File: src/rtl/startup_done_pattern_gen.sv
// DONE-pin pattern generator for the STARTUPE2 USRDONEO/USRDONETS pins.
// A prescaler produces a one-cycle tick; on each tick the active mode
// (off, blink, fixed pattern, pulse-count code) advances by one step.
// A newly requested mode is only adopted at the end of the running sequence.
module startup_done_pattern_gen #(
    parameter logic [31:0]        DIV_MAX   = 32'd32_499_999,
    parameter int                 PAT_LEN   = 8,
    parameter logic [PAT_LEN-1:0] PATTERN   = 8'b0000_0101,
    parameter int                 CODE_W    = 4,
    parameter int                 GAP_TICKS = 4
) (
    input  logic              cfg_clk,
    input  logic              rst,
    input  logic [1:0]        mode_i,
    input  logic [CODE_W-1:0] code_i,
    output logic              done_o,
    output logic              done_ts_o,
    output logic              tick_o,
    output logic [1:0]        mode_o
);

    localparam int CNT_W = $clog2({1'b0, DIV_MAX} + 33'd1);
    localparam logic [CNT_W-1:0] CNT_TERM = DIV_MAX[CNT_W-1:0];

    localparam int IDX_W = $clog2(PAT_LEN);
    localparam logic [IDX_W-1:0] IDX_LAST = IDX_W'(PAT_LEN - 1);

    localparam int GAP_W = (GAP_TICKS > 1) ? $clog2(GAP_TICKS) : 1;
    localparam logic [GAP_W-1:0] GAP_INIT = GAP_W'(GAP_TICKS - 1);

    typedef enum logic [1:0] {
        MODE_OFF     = 2'd0,
        MODE_BLINK   = 2'd1,
        MODE_PATTERN = 2'd2,
        MODE_CODE    = 2'd3
    } mode_e;

    typedef enum logic [1:0] {
        S_LOAD = 2'd0,
        S_HI   = 2'd1,
        S_LO   = 2'd2,
        S_GAP  = 2'd3
    } state_e;

    logic [CNT_W-1:0]  cnt_q, cnt_d;
    logic              tick_q, tick_d;
    mode_e             mode_q, mode_d;
    logic [IDX_W-1:0]  idx_q, idx_d;
    state_e            state_q, state_d;
    logic [CODE_W-1:0] rem_q, rem_d;
    logic [GAP_W-1:0]  gap_q, gap_d;
    logic              phase_q, phase_d;
    logic              done_q, done_d;
    logic              ts_q, ts_d;

    logic              boundary;
    logic              restart;
    mode_e             mode_eff;
    logic [IDX_W-1:0]  idx_eff;
    state_e            state_eff;
    logic              phase_eff;

    // Prescaler: count 0..DIV_MAX, wrap, and flag the terminal count as next cycle's tick.
    always_comb begin
        cnt_d  = (cnt_q == CNT_TERM) ? '0 : cnt_q + CNT_W'(1);
        tick_d = (cnt_q == CNT_TERM);
    end

    // Sequencer: on each tick resolve the mode boundary, restart on a mode change, then step the active mode.
    always_comb begin
        mode_d    = mode_q;
        idx_d     = idx_q;
        state_d   = state_q;
        rem_d     = rem_q;
        gap_d     = gap_q;
        phase_d   = phase_q;
        done_d    = done_q;
        ts_d      = ts_q;
        boundary  = 1'b0;
        restart   = 1'b0;
        mode_eff  = mode_q;
        idx_eff   = idx_q;
        state_eff = state_q;
        phase_eff = phase_q;

        if (tick_q) begin
            case (mode_q)
                MODE_OFF:     boundary = 1'b1;
                MODE_BLINK:   boundary = 1'b1;
                MODE_PATTERN: boundary = (idx_q == IDX_LAST);
                MODE_CODE:    boundary = (state_q == S_GAP) && (gap_q == '0);
            endcase

            if (boundary) begin
                mode_eff = mode_e'(mode_i);
                restart  = (mode_e'(mode_i) != mode_q);
            end

            if (restart) begin
                idx_eff   = '0;
                state_eff = S_LOAD;
                phase_eff = 1'b0;
            end

            mode_d  = mode_eff;
            idx_d   = idx_eff;
            state_d = state_eff;
            phase_d = phase_eff;

            case (mode_eff)
                MODE_OFF: begin
                    done_d = 1'b0;
                    ts_d   = 1'b1;
                end
                MODE_BLINK: begin
                    done_d  = ~phase_eff;
                    phase_d = ~phase_eff;
                    ts_d    = 1'b0;
                end
                MODE_PATTERN: begin
                    done_d = PATTERN[idx_eff];
                    idx_d  = (idx_eff == IDX_LAST) ? '0 : idx_eff + IDX_W'(1);
                    ts_d   = 1'b0;
                end
                MODE_CODE: begin
                    ts_d = 1'b0;
                    case (state_eff)
                        S_LOAD: begin
                            rem_d = code_i;
                            if (code_i == '0) begin
                                state_d = S_GAP;
                                gap_d   = GAP_INIT;
                                done_d  = 1'b0;
                            end else begin
                                state_d = S_HI;
                                done_d  = 1'b1;
                            end
                        end
                        S_HI: begin
                            state_d = S_LO;
                            done_d  = 1'b0;
                            rem_d   = rem_q - CODE_W'(1);
                        end
                        S_LO: begin
                            if (rem_q == '0) begin
                                state_d = S_GAP;
                                gap_d   = GAP_INIT;
                                done_d  = 1'b0;
                            end else begin
                                state_d = S_HI;
                                done_d  = 1'b1;
                            end
                        end
                        S_GAP: begin
                            done_d = 1'b0;
                            if (gap_q == '0) begin
                                state_d = S_LOAD;
                            end else begin
                                gap_d = gap_q - GAP_W'(1);
                            end
                        end
                    endcase
                end
            endcase
        end
    end

    // State registers with synchronous reset; outputs are registered so they move one cycle after the tick.
    always_ff @(posedge cfg_clk) begin
        if (rst) begin
            cnt_q   <= '0;
            tick_q  <= 1'b0;
            mode_q  <= MODE_OFF;
            idx_q   <= '0;
            state_q <= S_LOAD;
            rem_q   <= '0;
            gap_q   <= '0;
            phase_q <= 1'b0;
            done_q  <= 1'b0;
            ts_q    <= 1'b1;
        end else begin
            cnt_q   <= cnt_d;
            tick_q  <= tick_d;
            mode_q  <= mode_d;
            idx_q   <= idx_d;
            state_q <= state_d;
            rem_q   <= rem_d;
            gap_q   <= gap_d;
            phase_q <= phase_d;
            done_q  <= done_d;
            ts_q    <= ts_d;
        end
    end

    assign done_o    = done_q;
    assign done_ts_o = ts_q;
    assign tick_o    = tick_q;
    assign mode_o    = mode_q;

endmodule

File: config.mk
export PLATFORM = sky130hd
export DESIGN_NAME = startup_done_pattern_gen
export DESIGN_NICKNAME = d
export VERILOG_FILES = /design/src/rtl/startup_done_pattern_gen.sv
export SDC_FILE = /design/constraint.sdc
export NUM_CORES = 1
export LEC_CHECK = 0
export CAP_MARGIN = 20
export CORE_MARGIN = 10
export CORE_UTILIZATION = 55
export CTS_BUF_LIST = sky130_fd_sc_hd__clkbuf_4 sky130_fd_sc_hd__clkbuf_8
export DETAILED_ROUTE_END_ITERATION = 7
export HOLD_SLACK_MARGIN = 0.05
export PLACE_DENSITY = 0.74
export SLEW_MARGIN = 20
export SYNTH_ARGS = -nofsm -noshare
export SYNTH_HDL_FRONTEND = slang
export SYNTH_SLANG_ARGS = --single-unit
File: constraint.sdc
create_clock -name cfg_clk -period 3.7 [get_ports cfg_clk]
set_input_delay 1.11 -clock cfg_clk [delete_from_list [all_inputs] [get_ports cfg_clk]]
set_output_delay 1.11 -clock cfg_clk [all_outputs]
set_load 0.05 [all_outputs]
==> flow_summary.ini, run 1 <==
[global_route]
grt_max_degree = 21
first_global_vias = 1736
track_usage_pct = 12.5
grt_antenna_before_repair = 0
grt_first_pass_wirelength_um = 7660
total_congestion_overflow = 0

[routing]
number_of_nets_still_failing_antenna_checks_after_routing = 0
drt-initial-drc-count = 143
drc = 0
vias_per_cell = 5.72
detail_route.wirelength_um = 4290
dr_total_vias = 1847
wl_per_cell_um = 13.3
drt_pre_antenna_iters = 4

[clock_network]
ctsLongestPathBuffers = 2
clock_sink_count = 42
clock_latency_ps = 290
post_cts_resized = 0
cts.reportedPaths.clkPinSlew_ps = 80
clk_root_buffer_cell = sky130_fd_sc_hd__clkbuf_8
postCtsSetupRepairBufs = 0
number_of_buffers_inserted_by_hold_repair_at_cts = 0
h-tree-depth = 2
tritoncts_clock_tree = yes
tritoncts.num_buffers = 5

[setup_path]
data_arrival_critical_path_ps = 1730
setup_slack_on_the_worst_flop_to_flop_path_ps = 1670
cp-start-kind = register
kind_of_critical_path = reg2out
path_delay_family = buffers and inverters
critical_path.n_buffers_inverters = 1
critical-path-slowest-cell = sky130_fd_sc_hd__clkdlybuf4s50_1
rr_endpoint = gap_q[1]$_SDFFE_PP0P_
worst_r2r_path_depth = 7
timing.critical_path.fanout_max = 9
required_time_reported_for_the_critical_path_endpoint_ps = 2590
critPathMaxStageDelay_ps = 880
crit_path_cell_trace = clkdlybuf4s50_1
end_kind = output port
timing.rr.start = gap_q[0]$_SDFFE_PP0P_

[sta]
finalHoldViolations = 0
final-setup-viol-count = 0
skew_ps = 8.95
timing.final.crit_period_ps = 2840
unrepaired_setup_endpoints_after_global_routing = no
final.setup.tns_ps = 0
timing_worst_slew_pin_value_ps = 954
min_period_over_period_pct = 76.8
worst_slew_margin_rel_pct = 35.9
fmax_mhz = 352
whs_ps = 467
timing_max_transition_violations_final = 0

[flow_run]
cap_violations = 0

[layout]
synthToLayoutAreaGrowth_pct = 11.1
antenna-diode-count = 0
fill_cells = 367
drive_above_1_share_pct = 8.06
post_layout_nets = 285

[placed_design]
detailedPlacementHpwl_um = 3080
count_of_input_and_output_buffers = 12
gpl.final_weighted_congestion = 0.852

[logic_synthesis]
synth_top_cells_by_area = sky130_fd_sc_hd__dfxtp_1 37%, sky130_fd_sc_hd__xor2_1 7.4%, sky130_fd_sc_hd__nor2_1 6.5%
synth_cell_type_count = 55
synth-seq-area-share_pct = 37.5
synth_top_cells_by_count = 42 x sky130_fd_sc_hd__dfxtp_1, 39 x sky130_fd_sc_hd__nor2_1, 19 x sky130_fd_sc_hd__xor2_1
ys.warnings.count = 0
synth_async_sr_flop_share_pct = 0
synthesis.area_mm2 = 0.00224
ys_ff_latch = 42
synthDominantCellAreaShare_pct = 37.5
number_of_enable_flip_flop_cells_after_synthesis = 0
syn-num-nets = 274
synth.most_common_cell = sky130_fd_sc_hd__dfxtp_1
synth_cells = 261
syn-mean-instance-area_um2 = 8.60
synth_top_flop_cell = sky130_fd_sc_hd__dfxtp_1
synth_largest_area_cell = sky130_fd_sc_hd__dfxtp_1

[floorplan]
placementRows = 23
die-area_mm2 = 0.00703
io_pins = 13
die_height_um = 83.9
core-area_mm2 = 0.00397
die-width_um = 83.9
initial_standard_cell_utilization_of_the_core_pct = 56.5

[status]
result_of_the_run = completed

[power]
power_leakage_nw = 0.931
power_per_cell_area_mw_per_mm2 = 324
peakVddDrop_v = 0.000270

[hold_path]
hold_start = cnt_q[0]$_SDFF_PP0_
timing.hold.worst.class = reg2reg
min_path_cells = 1
min_delay_worst_endpoint = cnt_q[0]$_SDFF_PP0_
-- metal layers --
metal / global-route usage, % / routed length, um
met5: 0 / 0
met4: 4.11 / 64
met3: 3.61 / 130
met2: 20.1 / 1960
met1: 15.6 / 2140
-- worst max path at each step --
stage	depth (start not counted)	from	endpoint
after CTS	1	mode_o[1]$_SDFFE_PP0P_	mode_o[1]
after detailed placement	8	mode_i[0]	idx_q[1]$_SDFFE_PP0P_
final	1	mode_o[1]$_SDFFE_PP0P_	mode_o[1]
after floorplan	7	mode_i[0]	idx_q[1]$_SDFFE_PP0P_
after global placement	7	mode_i[0]	idx_q[1]$_SDFFE_PP0P_
after global routing	8	mode_i[0]	idx_q[1]$_SDFFE_PP0P_
-- kinds of logic after synthesis --
group                    synth area share, %
XOR/XNOR                                10.1
adder cells (fa/ha/maj)                 2.79
multiplexers                            1.34
buffers and inverters                   4.63
AND/OR/NAND/NOR                         27.9
flip-flops                              37.5
AO/OA/AOI/OAI                           15.7
-- sequential cells by signal (all words and copies together) (netlist names) --
register / flops
cnt_q: 25
done_o: 1
done_ts_o: 1
gap_q: 2
idx_q: 3
mode_o: 2
phase_q: 1
rem_q: 4
state_q: 2
tick_o: 1
-- cells in the final DEF, fill, tap and decap left out, types with 5 or more instances in the layout --
cell,instances
sky130_fd_sc_hd__nand3_1,17
sky130_fd_sc_hd__nor2_1,39
sky130_fd_sc_hd__and3_1,7
sky130_fd_sc_hd__xor2_1,19
sky130_fd_sc_hd__nand2_1,13
sky130_fd_sc_hd__o21ai_0,6
sky130_fd_sc_hd__ha_1,5
sky130_fd_sc_hd__nor3_1,5
sky130_fd_sc_hd__xnor2_1,5
sky130_fd_sc_hd__clkbuf_8,6
sky130_fd_sc_hd__clkdlybuf4s50_1,12
sky130_fd_sc_hd__nand4_1,6
sky130_fd_sc_hd__dfxtp_1,42
sky130_fd_sc_hd__a21oi_1,7
sky130_fd_sc_hd__inv_1,14
-- cell type report --
| class | count | area [um^2] | area share, % |
|---|---|---|---|
| Inverter | 14 | 52.6 | 2.11 |
| Tap cell | 50 | 62.6 | 2.51 |
| Multi-Input combinational cell | 194 | 1300 | 52.1 |
| Clock buffer | 7 | 90.1 | 3.61 |
| Sequential cell | 42 | 841 | 33.7 |
| Clock inverter | 1 | 5.00 | 0.201 |
| Timing Repair Buffer | 15 | 143 | 5.72 |
-- metrics by stage --
| step | total power [mW] | setup slack, ps | cells | utilization [%] | cell area [um^2] |
|---|---|---|---|---|---|
| CTS | 0.817 | 830 | 323 | 62.8 | 2490 |
| global placement | 0.510 | 636 | 315 | 60.4 | 2400 |
| floorplan | 0.494 | 1250 | 261 | - | 2240 |
| detailed placement | 0.510 | 587 | 315 | 60.4 | 2400 |
| global route | 0.845 | 687 | 323 | 62.8 | 2490 |
| finish | 0.807 | 857 | 323 | 62.8 | 2490 |
-- power by group --
group | total [mW] | switching (mW) | internal [mW] | leakage (nW)
sequential | 0.457 | 0.00266 | 0.454 | 0.339
clock | 0.308 | 0.150 | 0.158 | 0.0517
combinational | 0.0420 | 0.0239 | 0.0181 | 0.541
total | 0.807 | 0.176 | 0.630 | 0.931
No activity file was read; power rests on OpenSTA's default activity.
==> run 2, diff against run 1 <==
PLACE_DENSITY = 0.77   (was 0.74)
clock period = 2.6 ns   (was 3.7 ns; I/O delays follow)
==> run 2 against run 1 <==
Against the previous run: highest routed layer unchanged; via count rose by 2.5%; clock power rose by 39%; hold slack hardly changed; critical endpoint is now mode_o[0]; largest power group unchanged; combinational power increased by 67%.
==> flow_summary.ini, run 2 (synthesized netlist as in run 1, its figures left out) <==
[power]
power_switching_share_pct = 23.3
clockPowerShare_pct = 37.3
power_leakage_nw = 0.992
power_switching_uw = 267
power_per_cell_area_mw_per_mm2 = 445
p_int_uw = 881
pwr-share-comb_pct = 6.1
power.share.sequential_pct = 56.6
peakVddDrop_v = 0.000445

[clock_network]
tritoncts.num_buffers = 5
clk_root_buffer_cell = sky130_fd_sc_hd__clkbuf_8
tritoncts_clock_tree = yes
cts.reportedPaths.clkPinSlew_ps = 80
ctsLongestPathBuffers = 2
postCtsSetupRepairBufs = 0
clock_sink_count = 42
number_of_buffers_inserted_by_hold_repair_at_cts = 0
clock_latency_ps = 290
h-tree-depth = 2
post_cts_resized = 0

[setup_path]
timing.critical_path.from = mode_o[0]$_SDFFE_PP0P_
critPathMaxStageDelay_ps = 870
critical-path-slowest-cell = sky130_fd_sc_hd__clkdlybuf4s50_1
critical_path_destination = mode_o[0]
rr_endpoint = idx_q[1]$_SDFFE_PP0P_
worst_r2r_path_depth = 8
cp-start-kind = register
required_time_reported_for_the_critical_path_endpoint_ps = 1820
critical_path.n_buffers_inverters = 1
path_delay_family = buffers and inverters
end_kind = output port
crit_path_cell_trace = clkdlybuf4s50_1
kind_of_critical_path = reg2out
timing.critical_path.fanout_max = 9
timing.rr.start = gap_q[0]$_SDFFE_PP0P_
cp_num_cells = 1
setup_slack_on_the_worst_flop_to_flop_path_ps = 620
data_arrival_critical_path_ps = 1660

[sta]
finalHoldViolations = 0
fmax_mhz = 410
final.setup.tns_ps = 0
skew_ps = 11.0
timing.final.crit_period_ps = 2440
timing_max_transition_violations_final = 0
timing_worst_slew_pin_value_ps = 636
min_period_over_period_pct = 93.9
worst_slew_margin_rel_pct = 57.4
whs_ps = 467
final-setup-viol-count = 0
unrepaired_setup_endpoints_after_global_routing = no

[layout]
drive_above_1_share_pct = 12.6
reg.largest.list = cnt_q (25), rem_q (4), idx_q (3)
antenna-diode-count = 0
number_of_flip_flops_in_the_largest_register = 25
area_used_by_multi_input_combinational_logic_mm2 = 0.00130
regArea_um2 = 841
layout.cell_area.non_filler_mm2 = 0.00258
fill_cells = 332
post_layout_nets = 298
registers.top_by_ff_count = cnt_q
mostFrequentLayoutCells = 42 x sky130_fd_sc_hd__dfxtp_1, 39 x sky130_fd_sc_hd__nor2_1, 19 x sky130_fd_sc_hd__xor2_1
layout_commonest_cell = sky130_fd_sc_hd__dfxtp_1
synthToLayoutAreaGrowth_pct = 15.1

[floorplan]
die_height_um = 83.9
die-width_um = 83.9
placementRows = 23
io_pins = 13
die-area_mm2 = 0.00703
initial_standard_cell_utilization_of_the_core_pct = 56.5
core-area_mm2 = 0.00397

[status]
result_of_the_run = completed

[routing]
drt-initial-drc-count = 121
wl_per_cell_um = 13.2
number_of_nets_still_failing_antenna_checks_after_routing = 0
drt_pre_antenna_iters = 4
vias_per_cell = 5.64
detail_route.wirelength_um = 4440
dr_total_vias = 1894
drc = 0

[global_route]
grt_max_degree = 20
first_global_vias = 1821
track_usage_pct = 12.9
grt_first_pass_wirelength_um = 7890
grt_antenna_before_repair = 0
total_congestion_overflow = 0

[placed_design]
gpl.final_weighted_congestion = 0.802
postPlaceCellArea_mm2 = 0.00249
count_of_input_and_output_buffers = 12
detailedPlacementHpwl_um = 3210

[hold_path]
timing.hold.worst.class = reg2reg

[flow_run]
cap_violations = 0
run 2: cell types whose count changed in the layout (fill, tap and decap cells not counted), sizes merged:
cell           previous run  this run
buf                       3        17
clkdlybuf4s50            12        11
clkinv                    1         2
clkbuf                    7         6
run 2: power groups by stage:
stage          Clock [mW]  Sequential (mW)  Combinational [mW]
4_1_cts             0.446            0.650              0.0705
5_1_grt             0.466            0.651              0.0775
6_report            0.428            0.650              0.0701
3_5_place_dp            0            0.665              0.0701
3_3_place_gp            0            0.665              0.0696
2_1_floorplan           0            0.665              0.0382
run 2: per-stage QoR:
step                power [mW]  utilization [%]  instances  setup WS, ps
floorplan                0.703                -        261           413
global route              1.19             65.0        336          77.8
finish                    1.15             65.0        336           159
global placement         0.735             62.8        328          74.3
CTS                       1.17             65.0        336           127
detailed placement       0.735             62.8        328          27.4
run 2: area by class of cell:
| class | instances | share of cell area (%) |
|---|---|---|
| Clock buffer | 6 | 2.96 |
| Clock inverter | 2 | 0.533 |
| Inverter | 14 | 2.03 |
| Multi-Input combinational cell | 194 | 50.3 |
| Sequential cell | 42 | 32.6 |
| Tap cell | 50 | 2.42 |
| Timing Repair Buffer | 28 | 9.21 |
run 2: layer usage:
layer  global-route usage (%)  share of wire, %
met1                     15.0                47
met5                        0                 0
met3                     3.81               3.6
met2                     21.7                48
met4                     4.57              0.77
run 2: worst min path at each step:
stage / start / to / cells after the start
2_1_floorplan: cnt_q[0]$_SDFF_PP0_ / cnt_q[0]$_SDFF_PP0_ / 1
3_3_place_gp: cnt_q[0]$_SDFF_PP0_ / cnt_q[0]$_SDFF_PP0_ / 1
3_5_place_dp: cnt_q[0]$_SDFF_PP0_ / cnt_q[0]$_SDFF_PP0_ / 1
4_1_cts: cnt_q[0]$_SDFF_PP0_ / cnt_q[0]$_SDFF_PP0_ / 1
5_1_grt: rem_q[1]$_SDFFE_PP0P_ / rem_q[1]$_SDFFE_PP0P_ / 2
6_report: cnt_q[0]$_SDFF_PP0_ / cnt_q[0]$_SDFF_PP0_ / 1
